===== src/rtl/mips_decode_stage.sv =====
// -----------------------------------------------------------------------------
// mips_decode_stage
//   Registered MIPS instruction-decode stage. Splits the instruction into its
//   fields, extends the immediate, classifies the encoding and counts illegal
//   instructions. A two-entry buffer (output register + skid register) lets
//   the stage absorb one cycle of downstream back-pressure without dropping
//   an instruction, and keeps in_ready a pure register output.
//
// Ports
//   clk, rst            clock, synchronous active-high reset
//   flush               squash every buffered instruction
//   in_valid/in_ready   fetch-side handshake (in_ready = skid empty)
//   in_instr, in_pc     instruction word and its PC
//   out_valid/out_ready decode-side handshake
//   out_opcode .. out_jtarget  decoded fields, unused ones driven 0
//   out_class           0 R, 1 I-ALU, 2 branch, 3 load, 4 store, 5 jump, 7 ill
//   out_illegal         unsupported opcode or R-type funct
//   out_pc              PC travelling with the bundle
//   ill_count           saturating count of accepted illegal instructions
// -----------------------------------------------------------------------------
module mips_decode_stage #(
    parameter int DATA_W           = 32,
    parameter int PC_W             = 32,
    parameter int ZERO_EXT_LOGICAL = 1,
    parameter int ILL_CNT_W        = 8
) (
    input  logic                 clk,
    input  logic                 rst,
    input  logic                 flush,
    input  logic                 in_valid,
    output logic                 in_ready,
    input  logic [31:0]          in_instr,
    input  logic [PC_W-1:0]      in_pc,
    output logic                 out_valid,
    input  logic                 out_ready,
    output logic [5:0]           out_opcode,
    output logic [4:0]           out_rs,
    output logic [4:0]           out_rt,
    output logic [4:0]           out_rd,
    output logic [4:0]           out_shamt,
    output logic [5:0]           out_funct,
    output logic [DATA_W-1:0]    out_imm_ext,
    output logic [25:0]          out_jtarget,
    output logic [2:0]           out_class,
    output logic                 out_illegal,
    output logic [PC_W-1:0]      out_pc,
    output logic [ILL_CNT_W-1:0] ill_count
);

    typedef enum logic [2:0] {
        CLS_R      = 3'd0,
        CLS_IALU   = 3'd1,
        CLS_BRANCH = 3'd2,
        CLS_LOAD   = 3'd3,
        CLS_STORE  = 3'd4,
        CLS_JUMP   = 3'd5,
        CLS_ILL    = 3'd7
    } cls_e;

    typedef struct packed {
        logic [5:0]        opcode;
        logic [4:0]        rs;
        logic [4:0]        rt;
        logic [4:0]        rd;
        logic [4:0]        shamt;
        logic [5:0]        funct;
        logic [DATA_W-1:0] imm_ext;
        logic [25:0]       jtarget;
        cls_e              cls;
        logic              illegal;
        logic [PC_W-1:0]   pc;
    } bundle_t;

    bundle_t              w_dec;
    cls_e                 w_cls;
    logic                 w_zext;
    logic                 w_in_fire;
    logic                 w_out_fire;

    bundle_t              r_out;
    bundle_t              r_skid;
    logic                 r_out_valid;
    logic                 r_skid_valid;
    logic [ILL_CNT_W-1:0] r_ill_count;

    // Decode happens on the way in, so both buffer entries hold finished
    // bundles and the outputs come straight from flops.
    always_comb begin
        // NOTE: every combinational output gets a default first so no path
        // through the case statements can leave it unassigned (no latch).
        w_cls  = CLS_ILL;
        w_zext = 1'b0;
        unique case (in_instr[31:26])
            6'd0: begin
                unique case (in_instr[5:0])
                    6'h00, 6'h08, 6'h20, 6'h22,
                    6'h24, 6'h25, 6'h27, 6'h2A: w_cls = CLS_R;
                    default:                    w_cls = CLS_ILL;
                endcase
            end
            6'd2, 6'd3:   w_cls = CLS_JUMP;
            6'd4, 6'd5:   w_cls = CLS_BRANCH;
            6'd8, 6'd10:  w_cls = CLS_IALU;
            6'd12, 6'd13: begin
                w_cls  = CLS_IALU;
                w_zext = (ZERO_EXT_LOGICAL != 0);
            end
            6'd35:        w_cls = CLS_LOAD;
            6'd43:        w_cls = CLS_STORE;
            default:      w_cls = CLS_ILL;
        endcase

        w_dec         = '0;
        w_dec.opcode  = in_instr[31:26];
        w_dec.rs      = in_instr[25:21];
        w_dec.rt      = in_instr[20:16];
        w_dec.rd      = in_instr[15:11];
        w_dec.shamt   = in_instr[10:6];
        w_dec.funct   = in_instr[5:0];
        // Fill the upper bits first, then overlay the 16-bit field; this
        // stays legal when DATA_W is exactly 16.
        w_dec.imm_ext = w_zext ? '0 : {DATA_W{in_instr[15]}};
        w_dec.imm_ext[15:0] = in_instr[15:0];
        w_dec.jtarget = in_instr[25:0];
        w_dec.cls     = w_cls;
        w_dec.illegal = (w_cls == CLS_ILL);
        w_dec.pc      = in_pc;

        // Fields the class does not use are forced to zero; illegal keeps raw bits.
        unique case (w_cls)
            CLS_R: begin
                w_dec.imm_ext = '0;
                w_dec.jtarget = '0;
            end
            CLS_IALU, CLS_BRANCH, CLS_LOAD, CLS_STORE: begin
                w_dec.rd      = '0;
                w_dec.shamt   = '0;
                w_dec.funct   = '0;
                w_dec.jtarget = '0;
            end
            CLS_JUMP: begin
                w_dec.rs      = '0;
                w_dec.rt      = '0;
                w_dec.rd      = '0;
                w_dec.shamt   = '0;
                w_dec.funct   = '0;
                w_dec.imm_ext = '0;
            end
            default: ;
        endcase
    end

    assign in_ready   = ~r_skid_valid;
    assign w_in_fire  = in_valid & in_ready;
    assign w_out_fire = r_out_valid & out_ready;

    always_ff @(posedge clk) begin
        // NOTE: sequential state uses non-blocking assignments only, so every
        // flop samples the pre-edge values regardless of statement order.
        if (rst) begin
            // NOTE: the buffer entries are reset too, because the data outputs
            // must read 0 after reset and they are driven directly by r_out.
            r_out        <= '0;
            r_skid       <= '0;
            r_out_valid  <= 1'b0;
            r_skid_valid <= 1'b0;
            r_ill_count  <= '0;
        end else begin
            // Counting is independent of flush: a squashed illegal still counts.
            if (w_in_fire && w_dec.illegal && (r_ill_count != '1)) begin
                r_ill_count <= r_ill_count + 1'b1;
            end

            if (flush) begin
                r_out_valid  <= 1'b0;
                r_skid_valid <= 1'b0;
            end else if (w_out_fire || !r_out_valid) begin
                // Output slot frees up: the older skid entry has priority.
                // in_ready is low while the skid is full, so no input collides.
                if (r_skid_valid) begin
                    r_out        <= r_skid;
                    r_out_valid  <= 1'b1;
                    r_skid_valid <= 1'b0;
                end else if (w_in_fire) begin
                    r_out       <= w_dec;
                    r_out_valid <= 1'b1;
                end else begin
                    r_out_valid <= 1'b0;
                end
            end else if (w_in_fire) begin
                r_skid       <= w_dec;
                r_skid_valid <= 1'b1;
            end
        end
    end

    assign out_valid   = r_out_valid;
    assign out_opcode  = r_out.opcode;
    assign out_rs      = r_out.rs;
    assign out_rt      = r_out.rt;
    assign out_rd      = r_out.rd;
    assign out_shamt   = r_out.shamt;
    assign out_funct   = r_out.funct;
    assign out_imm_ext = r_out.imm_ext;
    assign out_jtarget = r_out.jtarget;
    assign out_class   = r_out.cls;
    assign out_illegal = r_out.illegal;
    assign out_pc      = r_out.pc;
    assign ill_count   = r_ill_count;

endmodule


===== config.mk =====
export PLATFORM = sky130hd
export DESIGN_NAME = mips_decode_stage
export DESIGN_NICKNAME = d
export VERILOG_FILES = /design/src/rtl/mips_decode_stage.sv
export SDC_FILE = /design/constraint.sdc
export NUM_CORES = 1
export LEC_CHECK = 0
export CAP_MARGIN = 20
export CORE_MARGIN = 10
export CORE_UTILIZATION = 40
export CTS_BUF_LIST = sky130_fd_sc_hd__clkbuf_4 sky130_fd_sc_hd__clkbuf_8 sky130_fd_sc_hd__clkbuf_16
export DETAILED_ROUTE_END_ITERATION = 12
export PLACE_DENSITY_LB_ADDON = 0.2
export SLEW_MARGIN = 20
export SYNTH_ARGS = -nofsm -noshare
export SYNTH_HDL_FRONTEND = slang
export SYNTH_SLANG_ARGS = --single-unit

===== constraint.sdc =====
create_clock -name clk -period 5.29 [get_ports clk]
set_clock_uncertainty 0.1 [all_clocks]
set_input_delay 0.529 -clock clk [delete_from_list [all_inputs] [get_ports clk]]
set_output_delay 0.529 -clock clk [all_outputs]
set_load 0.01 [all_outputs]

==> run summary <==
max-slew violations -> 0
Max Cap Violations -> 0
Netlist cell types -> 52
Post-Route WL -> 27.5 mm
Syn Nets -> 1100
DR DRC count -> 0
register area share after synthesis -> 48.9%
Post-synth ARST share -> 0%
cell area after layout -> 12400 µm²
wire per inst -> 18.3 µm
setup TNS -> 0 ns
clock slew at reported path FFs -> 0.06 ns
clk_lat worst skew -> 0.52 ns
number of synthesized flops with an enable pin -> 0
post-DR vias/cell -> 5.29
CP Capture Type -> register
top cell type's share of synthesized area -> 48.9%
largest net degree at the start of global routing -> 171
# rows -> 56
initial antenna violation count -> 1
routing usage on met1 -> 21.9%
RD Place Congestion -> 0.793
worst hold path class -> reg -> reg
Fill cells -> 2206
I/O pins -> 205
Area Overhead vs Synth -> 30.1%
syn avg cell area -> 9.22 µm²
WS Path Type -> reg -> reg
post-CTS resize count -> 0
#FFs+latches synth -> 232
dominant synthesized flop cell -> dfxtp_1
top-count cell post-synth -> dfxtp_1
Die W -> 174 µm
initial DRC count -> 549
layout cells sized above 1 -> 8.12%
CP max FO -> 50
RSZ-0062 raised after global routing -> false
Post-CTS Setup Inserts -> 0
synthesized area -> 9500 µm²
pwr dens -> 323 nW/µm²
# port buffers -> 204
final cycle utilization of the critical path -> 62.4%
Worst slew margin -> 30.3%
vias in the first global route -> 7640
CP arrival -> 3.66 ns
leakage power -> 4.25 nW
DIE HEIGHT -> 174 µm
synth warn -> 0
R2R setup slack -> 1.99 ns
drt pass-1 iters -> 5
clk sinks -> 232
CTS buffer count -> 25
largest cells by area after synthesis -> dfxtp_1, mux2i_1, a22o_1
CTS Root Cell -> clkbuf_16
post-synth top area cell -> dfxtp_1
Design Power -> 0.00399 W
via count -> 7949
grt peak-use layer -> met2
Slew @ Worst Pin -> 1.04 ns
Worst VDD drop -> 0.000234 V
cell count after synthesis -> 1030
Initial Util -> 40.6%
worst hold slack -> 0.352 ns
GRT met2 Usage -> 27.5%
first-pass GRT wire length -> 43.6 mm
core area -> 23400 µm²
Layout Nets -> 1235
Longest Clk Path Bufs -> 3
gr ovfl total -> 0
# setup viols final -> 0
Cells after DPL -> 1457
Detail Route Antenna Nets -> 0
Fmax -> 0.303 GHz
top cells by count, synth -> dfxtp_1, nand2_1, a21oi_1
die area -> 30300 µm²
H-tree Lvls -> 1
final hold vios -> 0
hold buffers post-CTS -> 0
CTS tree -> built
dpl hpwl -> 17.6 mm
Tmin final -> 3.30 ns
non-filler cells, final -> 1502
GRT Util Overall -> 17.1%
required time of the critical path -> 5.65 ns
DP Area -> 11600 µm²
outcome -> completed
GR Util met3 -> 6.39%
CP Launch Type -> register
## through the flow
step | util, % | setup WS (ns)
floorplan | - | 3.05
global placement | 49.3 | 1.73
detailed placement | 49.4 | 1.67
CTS | 52.8 | 1.89
global route | 52.8 | 1.70
finish | 52.8 | 1.99
## registers in the layout, summed over array words and instances (netlist names)
name,cells
out_valid,1
r_skid,111
r_skid_valid,1
out_class,3
out_pc,32
out_opcode,6
out_illegal,1
out_rd,5
out_shamt,5
out_rs,5
out_jtarget,26
out_rt,5
out_imm_ext,17
ill_count,8
out_funct,6
## layer usage
metal  vias up  wire [µm]  part of all wire (%)
met5         -          0                     0
met4         0        294                   1.1
met3        24       2330                   8.5
met2       192      12500                    46
met1      3768      12300                    45
li1       3965          -                     -
## kinds of logic after synthesis
kind of cell               share of synthesized area, %
AOI/OAI and AO/OA                                  24.7
and+or+nand+nor                                    13.1
DFF                                                48.9
buffers and inverters                              6.28
muxes                                              6.86
adders and majority gates                         0.132
## worst paths after layout
path | cells past startpoint | to | from
min reg2reg | 2 | r_skid[118]$_SDFFE_PP0P_ | r_skid[118]$_SDFFE_PP0P_
min | 2 | r_skid[118]$_SDFFE_PP0P_ | r_skid[118]$_SDFFE_PP0P_
max | 5 | r_skid[107]$_SDFFE_PP0P_ | r_skid_valid$_SDFFE_PP0P_
max reg2reg | 5 | r_skid[107]$_SDFFE_PP0P_ | r_skid_valid$_SDFFE_PP0P_
## final cells by class
| cell class | instances | area (µm²) | area share (%) |
|---|---|---|---|
| flip-flops and latches | 232 | 4650 | 37.6 |
| multi-input cells | 669 | 4290 | 34.7 |
| clock inverters | 5 | 31.3 | 0.253 |
| clock buffers | 39 | 767 | 6.21 |
| well taps | 319 | 399 | 3.23 |
| inverters | 22 | 82.6 | 0.668 |
| diodes | 1 | 2.50 | 0.0202 |
| repair buffers | 215 | 2130 | 17.3 |
## cells in the final DEF, fill, tap and decap left out, types with 15 or more instances in the layout
cell               n
a21oi_1           96
a22o_1            58
nor2_1            89
o21ai_1           18
clkbuf_16         26
a22oi_1           15
nand2_1          115
o32ai_1           16
inv_1             19
dfxtp_1          231
nand3_1           16
and3_1            20
mux2i_1           64
a211oi_1          50
clkdlybuf4s50_1  203
a211oi_2          20
## critical path, stage by stage, from the launching register on
cell and delay [ns]:
dfxtp_4 0.55, inv_1 0.27, nand2_1 0.19, or3_2 0.88, nor3_2 0.99, a22o_1 0.24
## where the power goes
| group | switching, W | internal (W) |
|---|---|---|
| sequential | 0.0000380 | 0.00181 |
| clock | 0.000689 | 0.000996 |
| combinational | 0.000239 | 0.000218 |
Note: power is estimated with default switching activity, not from simulation.
